[config.mk]
export PLATFORM = sky130hd
export DESIGN_NAME = operand_entry
export DESIGN_NICKNAME = d
export VERILOG_FILES = /design/src/rtl/operand_entry.sv
export SDC_FILE = /design/constraint.sdc
export NUM_CORES = 1
export LEC_CHECK = 0
export ABC_AREA = 1
export CELL_PAD_IN_SITES_DETAIL_PLACEMENT = 1
export CELL_PAD_IN_SITES_GLOBAL_PLACEMENT = 2
export CORE_MARGIN = 1
export CORE_UTILIZATION = 36
export CTS_BUF_LIST = sky130_fd_sc_hd__clkbuf_4
export DETAILED_ROUTE_END_ITERATION = 8
export PLACE_DENSITY_LB_ADDON = 0.2
export SYNTH_ARGS = -nofsm -noshare
export SYNTH_HDL_FRONTEND = slang
export SYNTH_SLANG_ARGS = --single-unit
[constraint.sdc]
create_clock -name clk -period 1.9 [get_ports clk]
set_input_delay 0.38 -clock clk [delete_from_list [all_inputs] [get_ports clk]]
set_output_delay 0.38 -clock clk [all_outputs]
set_load 0.03 [all_outputs]
[src/rtl/operand_entry.sv]
// ----------------------------------------------------------------------------
// operand_entry
//   Keypad-style operand entry for the calculator. It is the input-side
//   counterpart of the BCD display path.
//   - The raw pushbuttons are synchronised and debounced. Each key has its own
//     debouncer, built as an array of operand_entry_key_db instances.
//   - Decimal digits come from the switches and are shifted into a BCD echo
//     register.
//   - On enter, the BCD value is converted to binary one bit per cycle
//     (reverse double-dabble).
//   - The magnitude is then range-checked and published as an unsigned or
//     two's complement operand, with a one-cycle valid pulse.
//
// Parameters
//   width     operand width in bits
//   digits    number of BCD digits accepted (binary register is 4*digits bits)
//   db_cycles consecutive stable cycles needed to accept a key level change
//
// Ports
//   clk            system clock, rising edge
//   rst_n          synchronous reset, active low
//   sw_digit[3:0]  BCD digit from switches, sampled on a digit-key press
//   key_n[3:0]     raw pushbuttons, active low:
//                  [0] digit, [1] sign toggle, [2] enter, [3] clear
//   sgn            1 = signed entry/range, 0 = unsigned
//   operand        last accepted operand (registered)
//   operand_valid  one-cycle pulse when operand is updated
//   bcd_echo       entered digits, newest digit in [3:0]
//   neg            current sign flag
//   entry_err      range error; sticky until clear or the next enter
//   busy           high while converting (CONV and DONE)
//
// Configuration
//   ENTRY_SATURATE_EN : an out-of-range magnitude saturates to the nearest
//                       limit. The operand still updates and valid still
//                       pulses; entry_err is also raised. When undefined,
//                       an out-of-range value is rejected and operand keeps
//                       its old value.
// ----------------------------------------------------------------------------

// One key: 2-FF synchroniser plus a stable-level counter.
// press pulses for one cycle when the debounced level goes released -> pressed.
module operand_entry_key_db #(
    parameter int DB_CYCLES = 250000
) (
    input  logic clk,
    input  logic rst_n,
    input  logic key_raw_n,
    output logic press
);
    localparam int CW = (DB_CYCLES > 1) ? $clog2(DB_CYCLES) : 1;

    logic          s1, s2, lvl;
    logic [CW-1:0] cnt;

    always_ff @(posedge clk) begin
        if (!rst_n) begin
            s1    <= 1'b1;
            s2    <= 1'b1;
            lvl   <= 1'b1;
            cnt   <= '0;
            press <= 1'b0;
        end else begin
            s1    <= key_raw_n;
            s2    <= s1;
            press <= 1'b0;
            // Any cycle that agrees with the accepted level restarts the run.
            if (s2 == lvl) begin
                cnt <= '0;
            end else if (cnt == CW'(DB_CYCLES - 1)) begin
                lvl   <= s2;
                cnt   <= '0;
                press <= ~s2;
            end else begin
                cnt <= cnt + 1'b1;
            end
        end
    end
endmodule

module operand_entry #(
    parameter int width     = 6,
    parameter int digits    = 2,
    parameter int db_cycles = 250000
) (
    input  logic                  clk,
    input  logic                  rst_n,
    input  logic [3:0]            sw_digit,
    input  logic [3:0]            key_n,
    input  logic                  sgn,
    output logic [width-1:0]      operand,
    output logic                  operand_valid,
    output logic [4*digits-1:0]   bcd_echo,
    output logic                  neg,
    output logic                  entry_err,
    output logic                  busy
);
    localparam int BW   = 4 * digits;
    localparam int CNTW = $clog2(BW);
    // Range math is done one bit wider than the larger of width and BW,
    // so the limits never overflow.
    localparam int MW   = ((width > BW) ? width : BW) + 1;

    typedef enum logic [1:0] {ENTRY, CONV, DONE} state_t;

    state_t            state, state_nxt;
    logic [3:0]        press;
    logic              ev_clr, ev_ent, ev_dig, ev_sgn;
    logic [2*BW-1:0]   sr, sr_shift;
    logic [CNTW-1:0]   cnt;
    logic              last_conv;
    logic [MW-1:0]     mag, lim;
    logic [width-1:0]  magw, res;
    logic              neg_eff, in_range;
`ifdef ENTRY_SATURATE_EN
    logic [width-1:0]  sat;
`endif

    operand_entry_key_db #(.DB_CYCLES(db_cycles)) u_db [3:0] (
        .clk       (clk),
        .rst_n     (rst_n),
        .key_raw_n (key_n),
        .press     (press)
    );

    // Same-cycle priority: clear > enter > digit > sign.
    assign ev_clr = press[3];
    assign ev_ent = press[2] & ~press[3];
    assign ev_dig = press[0] & ~press[2] & ~press[3];
    assign ev_sgn = press[1] & ~press[0] & ~press[2] & ~press[3];

    assign last_conv = (state == CONV) && (cnt == CNTW'(BW - 1));
    assign busy      = (state != ENTRY);

    // One reverse double-dabble step: shift {bcd,bin} right,
    // then take 3 off every BCD nibble that is now >= 8.
    always_comb begin
        sr_shift = sr >> 1;
        for (int i = 0; i < digits; i++) begin
            if (sr_shift[BW+4*i +: 4] >= 4'd8)
                sr_shift[BW+4*i +: 4] = sr_shift[BW+4*i +: 4] - 4'd3;
        end
    end

    // The range check looks at the value the final shift produces. That lets
    // operand and operand_valid be registered on the way into DONE, so both
    // line up with the DONE cycle.
    always_comb begin
        mag     = MW'(sr_shift[BW-1:0]);
        magw    = mag[width-1:0];
        neg_eff = sgn & neg;
        if (!sgn)     lim = (MW'(1) << width) - MW'(1);
        else if (neg) lim = MW'(1) << (width - 1);
        else          lim = (MW'(1) << (width - 1)) - MW'(1);
        in_range = (mag <= lim);
        res      = neg_eff ? -magw : magw;
`ifdef ENTRY_SATURATE_EN
        sat      = neg_eff ? -lim[width-1:0] : lim[width-1:0];
`endif
    end

    always_ff @(posedge clk) begin
        if (!rst_n) state <= ENTRY;
        else        state <= state_nxt;
    end

    always_comb begin
        state_nxt = state;
        case (state)
            ENTRY:   if (ev_ent) state_nxt = CONV;
            CONV:    if (last_conv) state_nxt = DONE;
            DONE:    state_nxt = ENTRY;
            default: state_nxt = ENTRY;
        endcase
    end

    always_ff @(posedge clk) begin
        if (!rst_n) begin
            operand       <= '0;
            operand_valid <= 1'b0;
            bcd_echo      <= '0;
            neg           <= 1'b0;
            entry_err     <= 1'b0;
            sr            <= '0;
            cnt           <= '0;
        end else begin
            operand_valid <= 1'b0;
            case (state)
                // Key events are acted on only here; during CONV/DONE they
                // are dropped, not queued.
                ENTRY: begin
                    if (ev_clr) begin
                        bcd_echo  <= '0;
                        neg       <= 1'b0;
                        entry_err <= 1'b0;
                    end else if (ev_ent) begin
                        entry_err <= 1'b0;
                        sr        <= {bcd_echo, BW'(0)};
                        cnt       <= '0;
                    end else if (ev_dig) begin
                        if (sw_digit <= 4'd9)
                            bcd_echo <= (bcd_echo << 4) | BW'(sw_digit);
                    end else if (ev_sgn) begin
                        if (sgn) neg <= ~neg;
                    end
                end
                CONV: begin
                    sr  <= sr_shift;
                    cnt <= cnt + 1'b1;
                    if (last_conv) begin
`ifdef ENTRY_SATURATE_EN
                        operand       <= in_range ? res : sat;
                        operand_valid <= 1'b1;
                        entry_err     <= ~in_range;
`else
                        if (in_range) begin
                            operand       <= res;
                            operand_valid <= 1'b1;
                        end else begin
                            entry_err <= 1'b1;
                        end
`endif
                    end
                end
                default: ;
            endcase
        end
    end
endmodule

======== Yosys cells after proc, flatten, opt, wreduce, memory -nomap -nowiden ========
Index checks and enable logic that the tools add are counted.
cells by class
  multiplexer cells ....................... 29
  bitwise gates (word level) .............. 25
  div/mod/pow operators ................... 0
  multipliers ............................. 0
  shift-type cells ........................ 0
  eq/ne operators ......................... 17
  add/sub/neg operators ................... 8
  reductions and logical operators ........ 27
  magnitude comparators ................... 4
operators with widths
  cell                                                                                  count
  18-bit by 1-bit adder with 18-bit output (second input constant)                      4
  18-bit == test (second input constant)                                                4
  16-bit 2-to-1 mux                                                                     2
  8-bit 2-to-1 mux                                                                      4
  16-bit case mux with 2 select lines                                                   1
  3-bit OR reduction                                                                    8
  6-bit 2-to-1 mux                                                                      3
  1-bit inverter                                                                        17
  2-bit nonzero test                                                                    6
  1-bit 2-to-1 mux                                                                      10
  2-bit AND reduction                                                                   5
  8-bit by 9-bit less-or-equal comparator with 1-bit output                             1
  3-bit AND reduction                                                                   3
  4-bit 2-to-1 mux                                                                      2
  2-bit inequality test (second input constant)                                         4
  8-bit by 4-bit bitwise OR with 8-bit output                                           1
  4-bit AND reduction                                                                   2
  1-bit bitwise AND                                                                     7
  3-bit 2-to-1 mux                                                                      2
  6-bit negator                                                                         1
  3-bit case mux with 2 select lines                                                    1
  5-bit AND reduction                                                                   1
  1-bit == test                                                                         4
  3-bit by 4-bit greater-or-equal comparator with 1-bit output (second input constant)  1
  other kinds (14)                                                                      16
storage, ports and cells
  memories kept ........................... 0
  output and inout bits ................... 18
  input port bits ......................... 11
  bits in latches ......................... 0
  word-level logic and storage cells ...... 138
  bits in read-only memories .............. 0
  bits in writable memories ............... 0
  bits in registers ....................... 126

======== Longest topological paths before layout ========
Gate-level depths: netlist (run 1).
  depth in word-level cells ............... 8
  gate-level depth with buffers ........... 11
  mapped depth without buffers ............ 11

======== Modules after synthesis ========
Synthesis (run 1) repeated with hierarchy kept, for this count alone.
second synthesis, totals
  cell total of the unflattened synthesis .. 840
  area total of the unflattened synthesis .. 6179.7 um2
modules (own cells, without submodules)
  module                              area an instance (um2)  sequential area each (um2)  instances  cells an instance
  operand_entry_key_db (u_db[0] ...)  1072.3                  440.4                       3          140
  operand_entry                       1855.5                  740.7                       1          265
  operand_entry_key_db (u_db[3])      1107.3                  440.4                       1          155

======== Worst setup path before layout (run 1) ========
No wires, ideal clock.
  path kind ............................... reg2reg
  start point ............................. register neg
  end point ............................... register operand[0]
  stages on the path, launching flop included .. 10
  path buffers ............................ 0
  slack ................................... 0.024 ns
  library setup time ...................... 0.110 ns
  data arrival time ....................... 1.766 ns
  data required time ...................... 1.790 ns
  period minus slack after synthesis ...... 1.876 ns
  cells stage by stage .................... dfxtp_1 nand2_2 ha_1 or2_2 nand2_1 nand2_1 nand4_2 nand2_1 inv_1 nor2_1
between the ends
  word-level cells in the longest chain between the ends .. 4
  elaborated cells on any way between the ends .. 6
  those cells by class .................... 1 x order compare; 3 x mux; 1 x bitwise; 1 x reduce/logical
RTL lines
  what                                                       RTL line  text
  from (decl)                                                94        output logic neg,
  from (signal assigned)                                     204       if (sgn) neg <= ~neg;
  6-bit 2-to-1 mux                                           153       else if (neg) lim = MW'(1) << (width - 1);
  6-bit 2-to-1 mux                                           152       if (!sgn) lim = (MW'(1) << width) - MW'(1);
  8-bit by 9-bit less-or-equal comparator with 1-bit output  155       in_range = (mag <= lim);
  3-bit AND reduction (no source line)                       n/a
  to (signal assigned)                                       217       operand <= res;
  to (decl)                                                  91        output logic [width-1:0] operand,
Several ways; a longest one is shown, not always the timed one.
A chain may end at the register's enable or synchronous reset.

======== Final worst setup path (run 1) ========
  start point ............................. register bcd_echo[1]
  end point ............................... output bcd_echo[1]
RTL lines
  what                    RTL line  text
  from (decl)             93        output logic [4*digits-1:0] bcd_echo,
  from (signal assigned)  202       bcd_echo <= (bcd_echo << 4) | BW'(sw_digit);
No word-level cell between the ends.

==> run metrics, run 1 <==
Final nets between 900 and 1000; Comb pwr share roughly 2.2%; final WL ~15000 microns; DRT antenna net count 0; layout cells sized above 1 between 10% and 20%; share of Yosys cell area claimed by the top area cell type 42.1%; antenna violations before repair 1; vias per inst around 4.8; Synth Flop Type dfxtp_1; Worst-Skew Late Latency roughly 0.52 ns; cells on worst reg2reg path 7; CP Launch Type flop; Worst EP required about 1.5 ns; clock network fraction of total power around two fifths; Gate Count Post-Synth 829; FF-to-FF Start u_db[1].cnt[0]$_SDFF_PP0_; hpwl dp roughly 11000 microns; # DRC 0; Worst setup endpoint bcd_echo[1]; multi-input logic area 0.00299 sq mm; die height between 100 and 150 microns; worst path cell trace dlygate4sd2_1; Rel. slew slack 66.8%; Site Rows 46; Worst Path Buf+Inv 1; via count between 5000 and 6000; most instantiated cells after synthesis 187 x nand2_1, 125 x dfxtp_1, 119 x nor2_1; final instance area just under 0.007 sq mm; syn avg cell area 7.18 sq um; register-to-register path setup slack about 0.2 ns; Detailed Routing Iterations Pass 1 6; cell taking the most area after synthesis dfxtp_1; synthesized cell area between 0.005 and 0.006 sq mm; largest cells by area after synthesis dfxtp_1 42%, nand2_1 12%, nor2_1 7.5%; yosys synthesis warning count 0; CTS buffer count 17; gr ovfl total 0; Max Cap Viol 0; delay of the slowest critical-path stage between 0.4 and 0.5 ns; Sw Pwr 1000 uW; #FFs+latches synth about 130; Clock Sinks approximately 130; PortBufs 28; CTS tree built; number of global-route vias before repair about 5600; Internal approximately 3600 uW; Arrival @ worst endpoint between 1 and 1.5 ns; Clock Skew between 0.01 and 0.015 ns; sw frac about 22%; Reg area ~0.0025 sq mm; final period utilization 91.6%; P&R area growth vs syn 14.6%; net count after synthesis 851; CP top delay family flip-flops; Pleak between 0.002 and 0.003 uW; most common cell in the netlist nand2_1; CTS max path bufs 2; Seq pwr share 57.6%; Reg clk slew, reported paths roughly 0.1 ns; CP Max Fanout 4; fmax between 500 and 600 MHz; fin crit period 1.74 ns; Final setup viols 0; source of the critical timing path bcd_echo[1]$_SDFFE_PN0P_; endpoints failing hold 0; FFs w/ async S/R, synth 0%; pwr dens 671 mW/mm^2; Post-synth EDFFs 0; Hold WC Path Type input port to flop; first-pass GRT wire length around 25000 microns; kind of critical path flop to output port; core area between 0.015 and 0.02 sq mm; Routed WL per cell between 10 and 15 microns; CP Depth 1; Crit-path slowest cell dfxtp_1; outcome finished, final reports clean; Fill cells roughly 2100; Cell variety after synth 33; total track usage roughly a fifth; placed instance area between 0.006 and 0.007 sq mm; gpl congestion around 0.84; drt first-iter violations between 150 and 200; sequential share of the synthesized area ~42%; total power draw 4570 uW; Worst-Margin Slew 0.496 ns; maximum VDD drop 0.294 mV; Die W approximately 130 microns; Die Area about 0.017 sq mm; FF-to-FF End u_db[1].cnt[8]$_SDFF_PP0_; post-layout util 42.6%; CTS Root Cell clkbuf_4; crit end category output port; largest net degree at the start of global routing 21; RSZ-0062 raised after global routing false; Initial Utilization between 30% and 40%; IO Count 29; H-tree levels 4; Post-CTS Setup Inserts 0; Slew Viols, Final 0
[stage by stage]
stage               setup WS (ns)  hold WS (ns)  setup TNS [ns]  std cells
floorplan                  0.0239         0.393               0        829
global placement           -0.241         0.395           -1.78       1078
global route               0.0206         0.361               0       1111
detailed placement         -0.328         0.406           -2.39       1078
finish                      0.159         0.425               0       1111
CTS                       0.00327         0.367               0       1109
[worst register-to-register path, delay by kind of cell, from the launching register on]
kind,cells,cell delay [ns]
AND/OR/NAND/NOR,6,0.92
flip-flops,1,0.45
adder cells (fa/ha/maj),1,0.24
[registers in the layout, indices dropped and copies added, names as in the netlist]
name,flops
u_db.press,4
u_db.s1,4
sr,15
cnt,3
state,2
operand_valid,1
neg,1
u_db.lvl,4
entry_err,1
operand,6
bcd_echo,8
u_db.cnt,72
u_db.s2,4
[metal layers]
| layer | share of wire, % | up-vias | GRT usage (%) |
|---|---|---|---|
| li1 | - | 2754 | - |
| met1 | 46 | 2542 | 22.5 |
| met2 | 50 | 47 | 33.6 |
| met3 | 2.9 | 7 | 4.19 |
| met4 | 0.69 | 0 | 5.48 |
| met5 | 0 | - | 0 |
[power by group through the flow]
stage / combinational [uW] / clock [uW] / sequential, uW
CTS: 99.0 / 1930 / 2640
floorplan: 54.3 / 0 / 2690
global placement: 95.6 / 0 / 2700
finish: 99.3 / 1840 / 2640
global route: 110 / 2040 / 2640
detailed placement: 98.5 / 0 / 2700
[worst min path at each step]
stage | startpoint | to | slack [ns] | depth (start not counted)
5_1_grt | key_n[1] | u_db[1].s1$_SDFF_PN1_ | 0.36 | 2
3_3_place_gp | u_db[2].s1$_SDFF_PN1_ | u_db[2].s2$_SDFF_PN1_ | 0.39 | 1
6_report | key_n[1] | u_db[1].s1$_SDFF_PN1_ | 0.43 | 2
4_1_cts | key_n[3] | u_db[3].s1$_SDFF_PN1_ | 0.37 | 2
2_1_floorplan | u_db[0].s1$_SDFF_PN1_ | u_db[0].s2$_SDFF_PN1_ | 0.39 | 1
3_5_place_dp | u_db[1].s1$_SDFF_PN1_ | u_db[1].s2$_SDFF_PN1_ | 0.41 | 1
[final cells by class]
| cell class | count | share of cell area (%) |
|---|---|---|
| multi-input cells | 586 | 43.9 |
| flip-flops and latches | 125 | 36.7 |
| inverters | 106 | 5.83 |
| repair buffers | 46 | 5.65 |
| well taps | 216 | 3.96 |
| clock buffers | 19 | 2.09 |
| clock inverters | 12 | 1.87 |
| diodes | 1 | 0.0367 |
[cell usage in the layout, fill, tap and decap left out, types with 11 or more instances in the layout]
cell type	instances
a21oi_1	52
buf_4	18
clkbuf_4	19
dfxtp_1	125
dlygate4sd2_1	16
ha_1	11
inv_1	105
nand2_1	187
nand3_1	41
nand4_1	30
nor2_1	119
nor3_1	35
o21ai_0	18
or2_2	15
xor2_1	28
[timing repair]
item / 4_1_cts / 5_1_grt
cloned: 0 / 1
pin swaps: 0 / 1
hold buffers: 0 / 0
endpoints found under the setup margin: 18 / 28
gates resized for setup: 20 / 8
[cells by family after synthesis]
family / share of synthesized area, %
simple gates: 35.4
flops: 42.1
buf+inv: 8.14
compound gates: 6.69
xor+xnor: 5.45
fa+ha+maj: 2.31
Power figures use the tool's default switching activity.
==> inputs of run 2 (changes only) <==
Settings changed: CAP_MARGIN set to 40.
==> results of run 2 <==
Final layout, timing and power as in run 1 (identical DEF).
